<file path="src/rtl/led_cnt_pkg.sv">
// led_cnt_pkg: mode encoding and terminal-count mask helper shared by the LED counter channels
package led_cnt_pkg;
   typedef enum logic [1:0] {
      MODE_OFF     = 2'b00,
      MODE_ON      = 2'b01,
      MODE_BLINK   = 2'b10,
      MODE_ONESHOT = 2'b11
   } mode_t;
   function automatic logic [63:0] tc_mask(input int unsigned div_eff, input int unsigned base_shift);
      return (64'd1 << (base_shift + div_eff)) - 64'd1;
   endfunction
endpackage

</file>
<file path="src/rtl/led_cnt_chan.sv">
// led_cnt_chan: one LED channel with programmable period and OFF/ON/BLINK/ONESHOT mode
module led_cnt_chan
   import led_cnt_pkg::*;
#(
   parameter int DIV_W = 5,
   parameter int BASE_SHIFT = 20,
   parameter int DIV_MAX = 7,
   parameter logic [1:0] RST_MODE = 2'b00,
   parameter int RST_DIV = 0
) (
   input  logic             clk,
   input  logic             rst,
   input  logic             wr,
   input  logic [DIV_W-1:0] div_i,
   input  logic [1:0]       mode_i,
   output logic             led_o,
   output logic             busy_o,
   output logic             done_o
);
   localparam int CNT_W = BASE_SHIFT + DIV_MAX;
   localparam logic [DIV_W-1:0] DMAX = DIV_W'(DIV_MAX);
   mode_t            mode;
   logic [DIV_W-1:0] div;
   logic [CNT_W-1:0] cnt;
   logic [CNT_W-1:0] mask;
   logic             tc;
   logic             fresh;
   always_comb begin
      mask = CNT_W'(tc_mask(32'(div), 32'(BASE_SHIFT)));
      tc = (cnt & mask) == mask;
   end
   always_ff @(posedge clk) begin
      if (rst) begin
         mode   <= mode_t'(RST_MODE);
         div    <= DIV_W'(RST_DIV);
         cnt    <= '0;
         led_o  <= 1'b0;
         busy_o <= 1'b0;
         done_o <= 1'b0;
         fresh  <= 1'b1;
      end else begin
         done_o <= 1'b0;
         fresh  <= 1'b0;
         if (wr) begin
            mode   <= mode_t'(mode_i);
            div    <= (div_i > DMAX) ? DMAX : div_i;
            cnt    <= '0;
            led_o  <= mode_i != MODE_OFF;
            busy_o <= mode_i == MODE_ONESHOT;
         end else if (fresh) begin
            cnt    <= '0;
            led_o  <= mode != MODE_OFF;
            busy_o <= mode == MODE_ONESHOT;
         end else if (mode == MODE_BLINK || mode == MODE_ONESHOT) begin
            cnt <= tc ? '0 : cnt + 1'b1;
            if (tc && mode == MODE_ONESHOT) begin
               led_o  <= 1'b0;
               busy_o <= 1'b0;
               done_o <= 1'b1;
               mode   <= MODE_OFF;
            end else if (tc) begin
               led_o <= ~led_o;
            end
         end
      end
   end
endmodule

</file>
<file path="src/rtl/led_cnt_multi.sv">
// led_cnt_multi: NUM_LED independently programmable LED counter channels behind one write port
module led_cnt_multi
   import led_cnt_pkg::*;
#(
   parameter int NUM_LED = 4,
   parameter int DIV_W = 5,
   parameter int BASE_SHIFT = 20,
   parameter int DIV_MAX = 7,
   parameter int SEL_W = 4,
   parameter logic [1:0] RST_MODE = 2'b10,
   parameter int RST_DIV = 3
) (
   input  logic               clk100,
   input  logic               rst,
   input  logic [SEL_W-1:0]   ch_sel_i,
   input  logic [DIV_W-1:0]   div_i,
   input  logic [1:0]         mode_i,
   input  logic               wren_i,
   output logic [NUM_LED-1:0] led_o,
   output logic [NUM_LED-1:0] busy_o,
   output logic [NUM_LED-1:0] done_o
);
   logic [NUM_LED-1:0] we;
   for (genvar i = 0; i < NUM_LED; i++) begin : g_ch
      assign we[i] = wren_i && (ch_sel_i == SEL_W'(i));
      led_cnt_chan #(
         .DIV_W(DIV_W),
         .BASE_SHIFT(BASE_SHIFT),
         .DIV_MAX(DIV_MAX),
         .RST_MODE((i == 0) ? RST_MODE : 2'(MODE_OFF)),
         .RST_DIV((i == 0) ? RST_DIV : 0)
      ) u_ch (
         .clk(clk100),
         .rst(rst),
         .wr(we[i]),
         .div_i(div_i),
         .mode_i(mode_i),
         .led_o(led_o[i]),
         .busy_o(busy_o[i]),
         .done_o(done_o[i])
      );
   end
endmodule

</file>
<file path="config.mk">
export PLATFORM = sky130hd
export DESIGN_NAME = led_cnt_multi
export DESIGN_NICKNAME = d
export VERILOG_FILES = /design/src/rtl/led_cnt_pkg.sv /design/src/rtl/led_cnt_chan.sv /design/src/rtl/led_cnt_multi.sv
export SDC_FILE = /design/constraint.sdc
export NUM_CORES = 1
export LEC_CHECK = 0
export CORE_MARGIN = 2
export CORE_UTILIZATION = 35
export CTS_BUF_LIST = sky130_fd_sc_hd__clkbuf_4
export CTS_CLUSTER_SIZE = 12
export DETAILED_ROUTE_END_ITERATION = 7
export PLACE_DENSITY = 0.55
export SYNTH_ARGS = -nofsm -noshare
export SYNTH_HDL_FRONTEND = slang
export SYNTH_SLANG_ARGS = --single-unit
export TNS_END_PERCENT = 1
</file>
<file path="constraint.sdc">
create_clock -name clk100 -period 4.1 [get_ports clk100]
set_input_delay 0.82 -clock clk100 [delete_from_list [all_inputs] [get_ports clk100]]
set_output_delay 0.82 -clock clk100 [all_outputs]
set_load 0.01 [all_outputs]
</file>
==> After elaboration in Yosys (flattened, before gate mapping) <==
Cells that the tools add are included.
{ "totals": {"n_memories": 0, "wordCells": 194, "ram_bits": 0, "ff_bits": 149, "romBits": 0, "latch_bits": 0} }
{ "op_classes": {"n_shift": 4, "n_reduce_logical": 58, "n_mul": 0, "addsub": 12, "div": 0, "n_bitwise": 12, "magnitude_cmp": 1, "muxes": 62, "eq_ne": 20} }
{ "op_table": {"columns": ["op", "count"], "rows": [
  ["$shl A1 B32 Y27 const A", 4],
  ["$add A27 B1 Y27 const B", 4],
  ["$and A27 B27 Y27", 4],
  ["$eq A27 B27 Y1", 4],
  ["$mux W27", 4],
  ["$sub A27 B1 Y27 const B", 4],
  ["$mux W1", 41],
  ["$mux W2", 16],
  ["$reduce_bool A2 Y1", 13],
  ["$add A5 B5 Y6 const A", 4],
  ["$reduce_bool A3 Y1", 8],
  ["$eq A2 B2 Y1 const B", 9],
  ["$reduce_and A2 Y1", 8],
  ["$reduce_bool A4 Y1", 4],
  ["$reduce_or A4 Y1", 4],
  ["$reduce_and A3 Y1", 4],
  ["$reduce_or A3 Y1", 4],
  ["$eq A4 B2 Y1 const B", 2],
  ["$logic_and A1 B1 Y1", 8],
  ["$not A1 Y1", 8],
  ["$ne A2 B1 Y1 const B", 3],
  ["$gt A5 B3 Y1 const B", 1],
  ["$mux W5", 1],
  ["$eq A4 B1 Y1 const B", 1],
  ["3 further kinds", 6]
]} }

==> Depth between registers and ports, before layout <==
{ "logic_depth": {"depth_word": 10, "ltp_mapped": 17, "depth_no_buf": 13} }

==> Modules after synthesis <==
Synthesis repeated with hierarchy kept, for this count alone.
{ "unflattened": {"hier_cells": 1228, "hier_area_um2": 9789.4} }
{ "by_module_without_submodules": {"columns": ["mod", "area_per_inst_um2", "cells_each", "seq_area_each_um2", "n_inst"], "rows": [
  ["led_cnt_chan at g_ch[1].u_ch ...", 2454.9, 310, 760.7, 2],
  ["led_cnt_chan at g_ch[0].u_ch", 2472.4, 306, 760.7, 1],
  ["led_cnt_chan at g_ch[3].u_ch", 2342.2, 297, 760.7, 1],
  ["led_cnt_multi", 65.1, 5, 0.0, 1]
]} }

==> Worst setup path after synthesis <==
No wires, ideal clock.
{ "synth_timing": {"path_type": "register to register", "from": "register g_ch[3].u_ch.div[2]", "to": "register g_ch[3].u_ch.cnt[10]", "path_stages_with_launch": 17, "arrival_ns": 3.733, "path_slack_ns": 0.250, "n_path_buf": 3, "required_time_ns": 3.983, "setup_time_ns": 0.117, "cell_sequence": "dfxtp_1 ha_1 nand2b_1 nor3_1 nand3_1 ha_1 clkbuf_1 and2_1 a22o_1 nand3_1 mux2i_1 o21ai_0 or4_1 clkbuf_1 o31ai_2 buf_2 nor2_1"} }
{ "synth_between": {"elab_chain_len": 6} }
{ "synth_lines": {"columns": ["item", "line", "source"], "rows": [
  ["from (decl)", "led_cnt_chan.sv:23", "logic [DIV_W-1:0] div;"],
  ["from (signal assigned)", "led_cnt_chan.sv:35", "div <= DIV_W'(RST_DIV);"],
  ["from (signal assigned)", "led_cnt_chan.sv:46", "div <= (div_i > DMAX) ? DMAX : div_i;"],
  ["$add A5 B5 Y6 (*)", "led_cnt_pkg.sv:10", "return (64'd1 << (base_shift + div_eff)) - 64'd1;"],
  ["$shl A1 B32 Y27 (*)", "led_cnt_pkg.sv:10", null],
  ["$sub A27 B1 Y27 (*)", "led_cnt_pkg.sv:10", null],
  ["$and A27 B27 Y27", "led_cnt_chan.sv:30", "tc = (cnt & mask) == mask;"],
  ["$eq A27 B27 Y1 (*)", "led_cnt_chan.sv:30", null],
  ["$mux W27 (*)", "led_cnt_chan.sv:55", "cnt <= tc ? '0 : cnt + 1'b1;"],
  ["to (signal assigned)", "led_cnt_chan.sv:55", null],
  ["to (decl)", "led_cnt_chan.sv:24", "logic [CNT_W-1:0] cnt;"]
]} }
Every way passes the cells marked *; elsewhere a longest branch is shown, timed or not.
A chain may end at the register's enable or synchronous reset.

==> Worst setup path after layout <==
{ "layout_timing": {"from": "register g_ch[1].u_ch.div[2]", "to": "register g_ch[1].u_ch.cnt[0]"} }
{ "layout_between": {"elab_chain_len": 6} }
{ "layout_lines": {"columns": ["item", "line"], "rows": [
  ["from (decl)", "led_cnt_chan.sv:23"],
  ["from (signal assigned)", "led_cnt_chan.sv:35"],
  ["from (signal assigned)", "led_cnt_chan.sv:46"],
  ["$add A5 B5 Y6 (*)", "led_cnt_pkg.sv:10"],
  ["$shl A1 B32 Y27 (*)", "led_cnt_pkg.sv:10"],
  ["$sub A27 B1 Y27 (*)", "led_cnt_pkg.sv:10"],
  ["$and A27 B27 Y27", "led_cnt_chan.sv:30"],
  ["$eq A27 B27 Y1 (*)", "led_cnt_chan.sv:30"],
  ["$mux W27 (*)", "led_cnt_chan.sv:55"],
  ["to (signal assigned)", "led_cnt_chan.sv:55"],
  ["to (decl)", "led_cnt_chan.sv:24"]
]} }
Marks and branches as above.

==> out/qor.csv <==
metric;value;unit
1st-iter DRT viols;587;
worst-skew pair later-pin latency;570;ps
grt met1 use;24.95;%
Post-synth top flop;dfxtp_1;
unrepaired setup endpoints after global routing;false;
Worst Setup Start Kind;flip-flop;
CTS resizes;0;
Global Route Usage Sum;17.71;%
non-filler cells, final;1667;
worst path bufs/invs;3;
DP Wirelength;18280;microns
Netlist cell types;82;
initial antenna violation count;1;
Async SR Flop Fraction;0;%
worst-path cell chain;ha_1 -> nand2b_1 -> nor2_2 -> nand3_1 -> ha_1 -> buf_4 -> inv_1 -> o31ai_1 -> a21boi_0 -> o22ai_1 -> or4_1 -> or4_4 -> o21ai_4 -> buf_12 -> nor2_1;
Vias;9107;
Core ar.;27630;sq um
Post-CTS Setup Inserts;0;
Max-slew headroom;37.05;%
Placer Congestion;0.9346;
Hold Fails Final Rpt;0;
Synth Instances;1275;
chip width;170.8;microns
GR Overflow Total;0;
critical hold path startpoint;g_ch[1].u_ch.busy_o;
vias in the first global route;8332;
worst hold path type;reg2reg;
Most common cell on crit path;ha_1;
# DRC;0;
crit path max fanout;26;
clk sinks;149;
slowest CP cell;or4_4;
Reg clk slew, reported paths;140;ps
WL per Instance;15.31;microns
top cell type's share of synthesized area;30.62;%
number of max-cap violations;0;
Min Clock Period, post-route;3801;ps
largest area contributor in the netlist;dfxtp_1;
register area share after synthesis;30.62;%
DP Cell Count;1634;
Synth Net Count;1301;
root buf cell;clkbuf_4;
main area contributors after synthesis;dfxtp_1 31%, nor2_1 7.6%, xnor2_1 5.5%, xor2_1 5.5%, nand2_1 4.1%;
WS Path Type;reg2reg;
leakage;3.527;nW
pre-CTS setup slack;225.3;ps
max-slew violations;0;
grt met3 use;3.238;%
Critical Path AT;4240;ps
Routed WL;25520;microns
M2 GR Usage;27.97;%
H-tree depth;4;
PortBufs;25;
Slew @ Worst Pin;937.1;ps
Mapped Area;9743;sq um
Fin Setup TNS;0;ps
Initial Util;35.26;%
final worst slack;299.4;ps
CP Launch Point;g_ch[1].u_ch.div[2];
gr busiest metal;met2;
synth cell count leaders;198 x nor2_1, 149 x dfxtp_1, 107 x nand2_1;
Synth Register Bits;149;
setup violators final;0;
Syn Area/Cell;7.642;sq um
Worst VDD drop;0.1334;mV
Max Freq;0.2631;GHz
drt pass-1 iters;7;
pwr dens;235.0;nW/um^2
CTS Hold Bufs;0;
Final ANT Viol Nets;0;
Die Area;29190;sq um
CP Capture Type;flip-flop;
row count;61;
fin crit share;92.70;%
design area;10690;sq um
status;complete, no violations;
CP required;4540;ps
Crit path largest cell delay;590;ps
clock buffer count from CTS;17;
Yosys Warn Count;0;
Post-synth EDFFs;0;
clock skew;36.56;ps
worst r2r src;g_ch[1].u_ch.div[2];
post-layout util;38.68;%
first-pass GRT wire length;42460;microns
largest net degree at the start of global routing;43;
Die Y;170.8;microns
placed cell area;10430;sq um
Area growth syn-to-layout;9.683;%
Longest Clk Path Bufs;2;
nets;1301;
delay-heaviest family, CP;simple AND/OR/NAND/NOR gates;
share of layout cells above drive strength 1;7.453;%
clock tree from TritonCTS;built;
Vias/cell;5.463;
top-count cell post-synth;nor2_1;
IO Pins;26;
worst register-to-register path: stages (launching register included):
cell and delay, ps:
dfxtp_1 460, ha_1 280, nand2b_1 220, nor2_2 280
nand3_1 120, ha_1 240, buf_4 180, inv_1 130
o31ai_1 80, a21boi_0 180, o22ai_1 90, or4_1 410
or4_4 590, o21ai_4 190, buf_12 190, nor2_1 70
layer usage:
layer  part of all wire, %  vias up
met5                     0        -
met4                   1.5        0
met1                    50     4243
met2                    44      231
met3                   3.8       31
li1                      -     4602
final timing paths:
kind | slack [ps] | cells past startpoint | end
max | 300 | 15 | g_ch[1].u_ch.cnt[0]
max reg2reg | 300 | 15 | g_ch[1].u_ch.cnt[0]
min | 510 | 2 | g_ch[1].u_ch.busy_o
min reg2reg | 510 | 2 | g_ch[1].u_ch.busy_o
cell usage in the layout, fill, tap and decap left out, types with 16 or more instances in the layout:
master and instances:
a211oi_1 20, a21oi_1 33, and3_1 30, buf_4 40
clkbuf_4 17, clkdlybuf4s50_1 25, dfxtp_1 149, inv_1 28
nand2_1 107, nand2b_1 21, nand3_1 56, nand4_1 38
nor2_1 198, nor2b_1 19, nor3_1 50, nor3b_1 18
nor4_1 21, o211ai_1 16, o21ai_0 28, xnor2_1 61
xor2_1 61
per-stage QoR:
step	power [mW]	hold slack, ps
floorplan	1.610	435.7
global placement	1.674	494.0
detailed placement	1.674	508.6
CTS	2.553	527.6
global route	2.641	557.7
finish	2.512	508.0
state kept, by name, summed over array words and instances, names as in the netlist:
register / cells
g_ch.u_ch.fresh: 1
g_ch.u_ch.led_o: 4
g_ch.u_ch.busy_o: 4
g_ch.u_ch.mode: 8
g_ch.u_ch.cnt: 108
g_ch.u_ch.done_o: 4
g_ch.u_ch.div: 20
where the power goes:
group	leakage [nW]	internal (mW)	switching, mW
combinational	2.20	0.0679	0.0943
sequential	1.20	1.46	0.0214
clock	0.125	0.252	0.618
cells by family (layout without fill, tap and decap cells):
family | count (synthesis) | after routing | share of synthesized area, %
other | 0 | 1 | 0
adders and majority gates | 12 | 12 | 1.541
and+or+nand+nor | 644 | 644 | 33.97
xor gates and xnor gates | 122 | 122 | 10.97
buffers and inverters | 115 | 128 | 5.150
AOI/OAI and AO/OA | 218 | 218 | 16.18
muxes | 15 | 15 | 1.580
DFF | 149 | 149 | 30.62
final cells by class:
cell class,count,area [sq um]
fill,2964,16940
multi-input combinational,1011,6265
sequential,149,2983
timing repair buffer,68,610.6
tap,378,473.0
clock buffer,17,127.6
clock inverter,15,120.1
inverter,28,105.1
antenna,1,2.502
No activity file was read; power rests on OpenSTA's default activity.
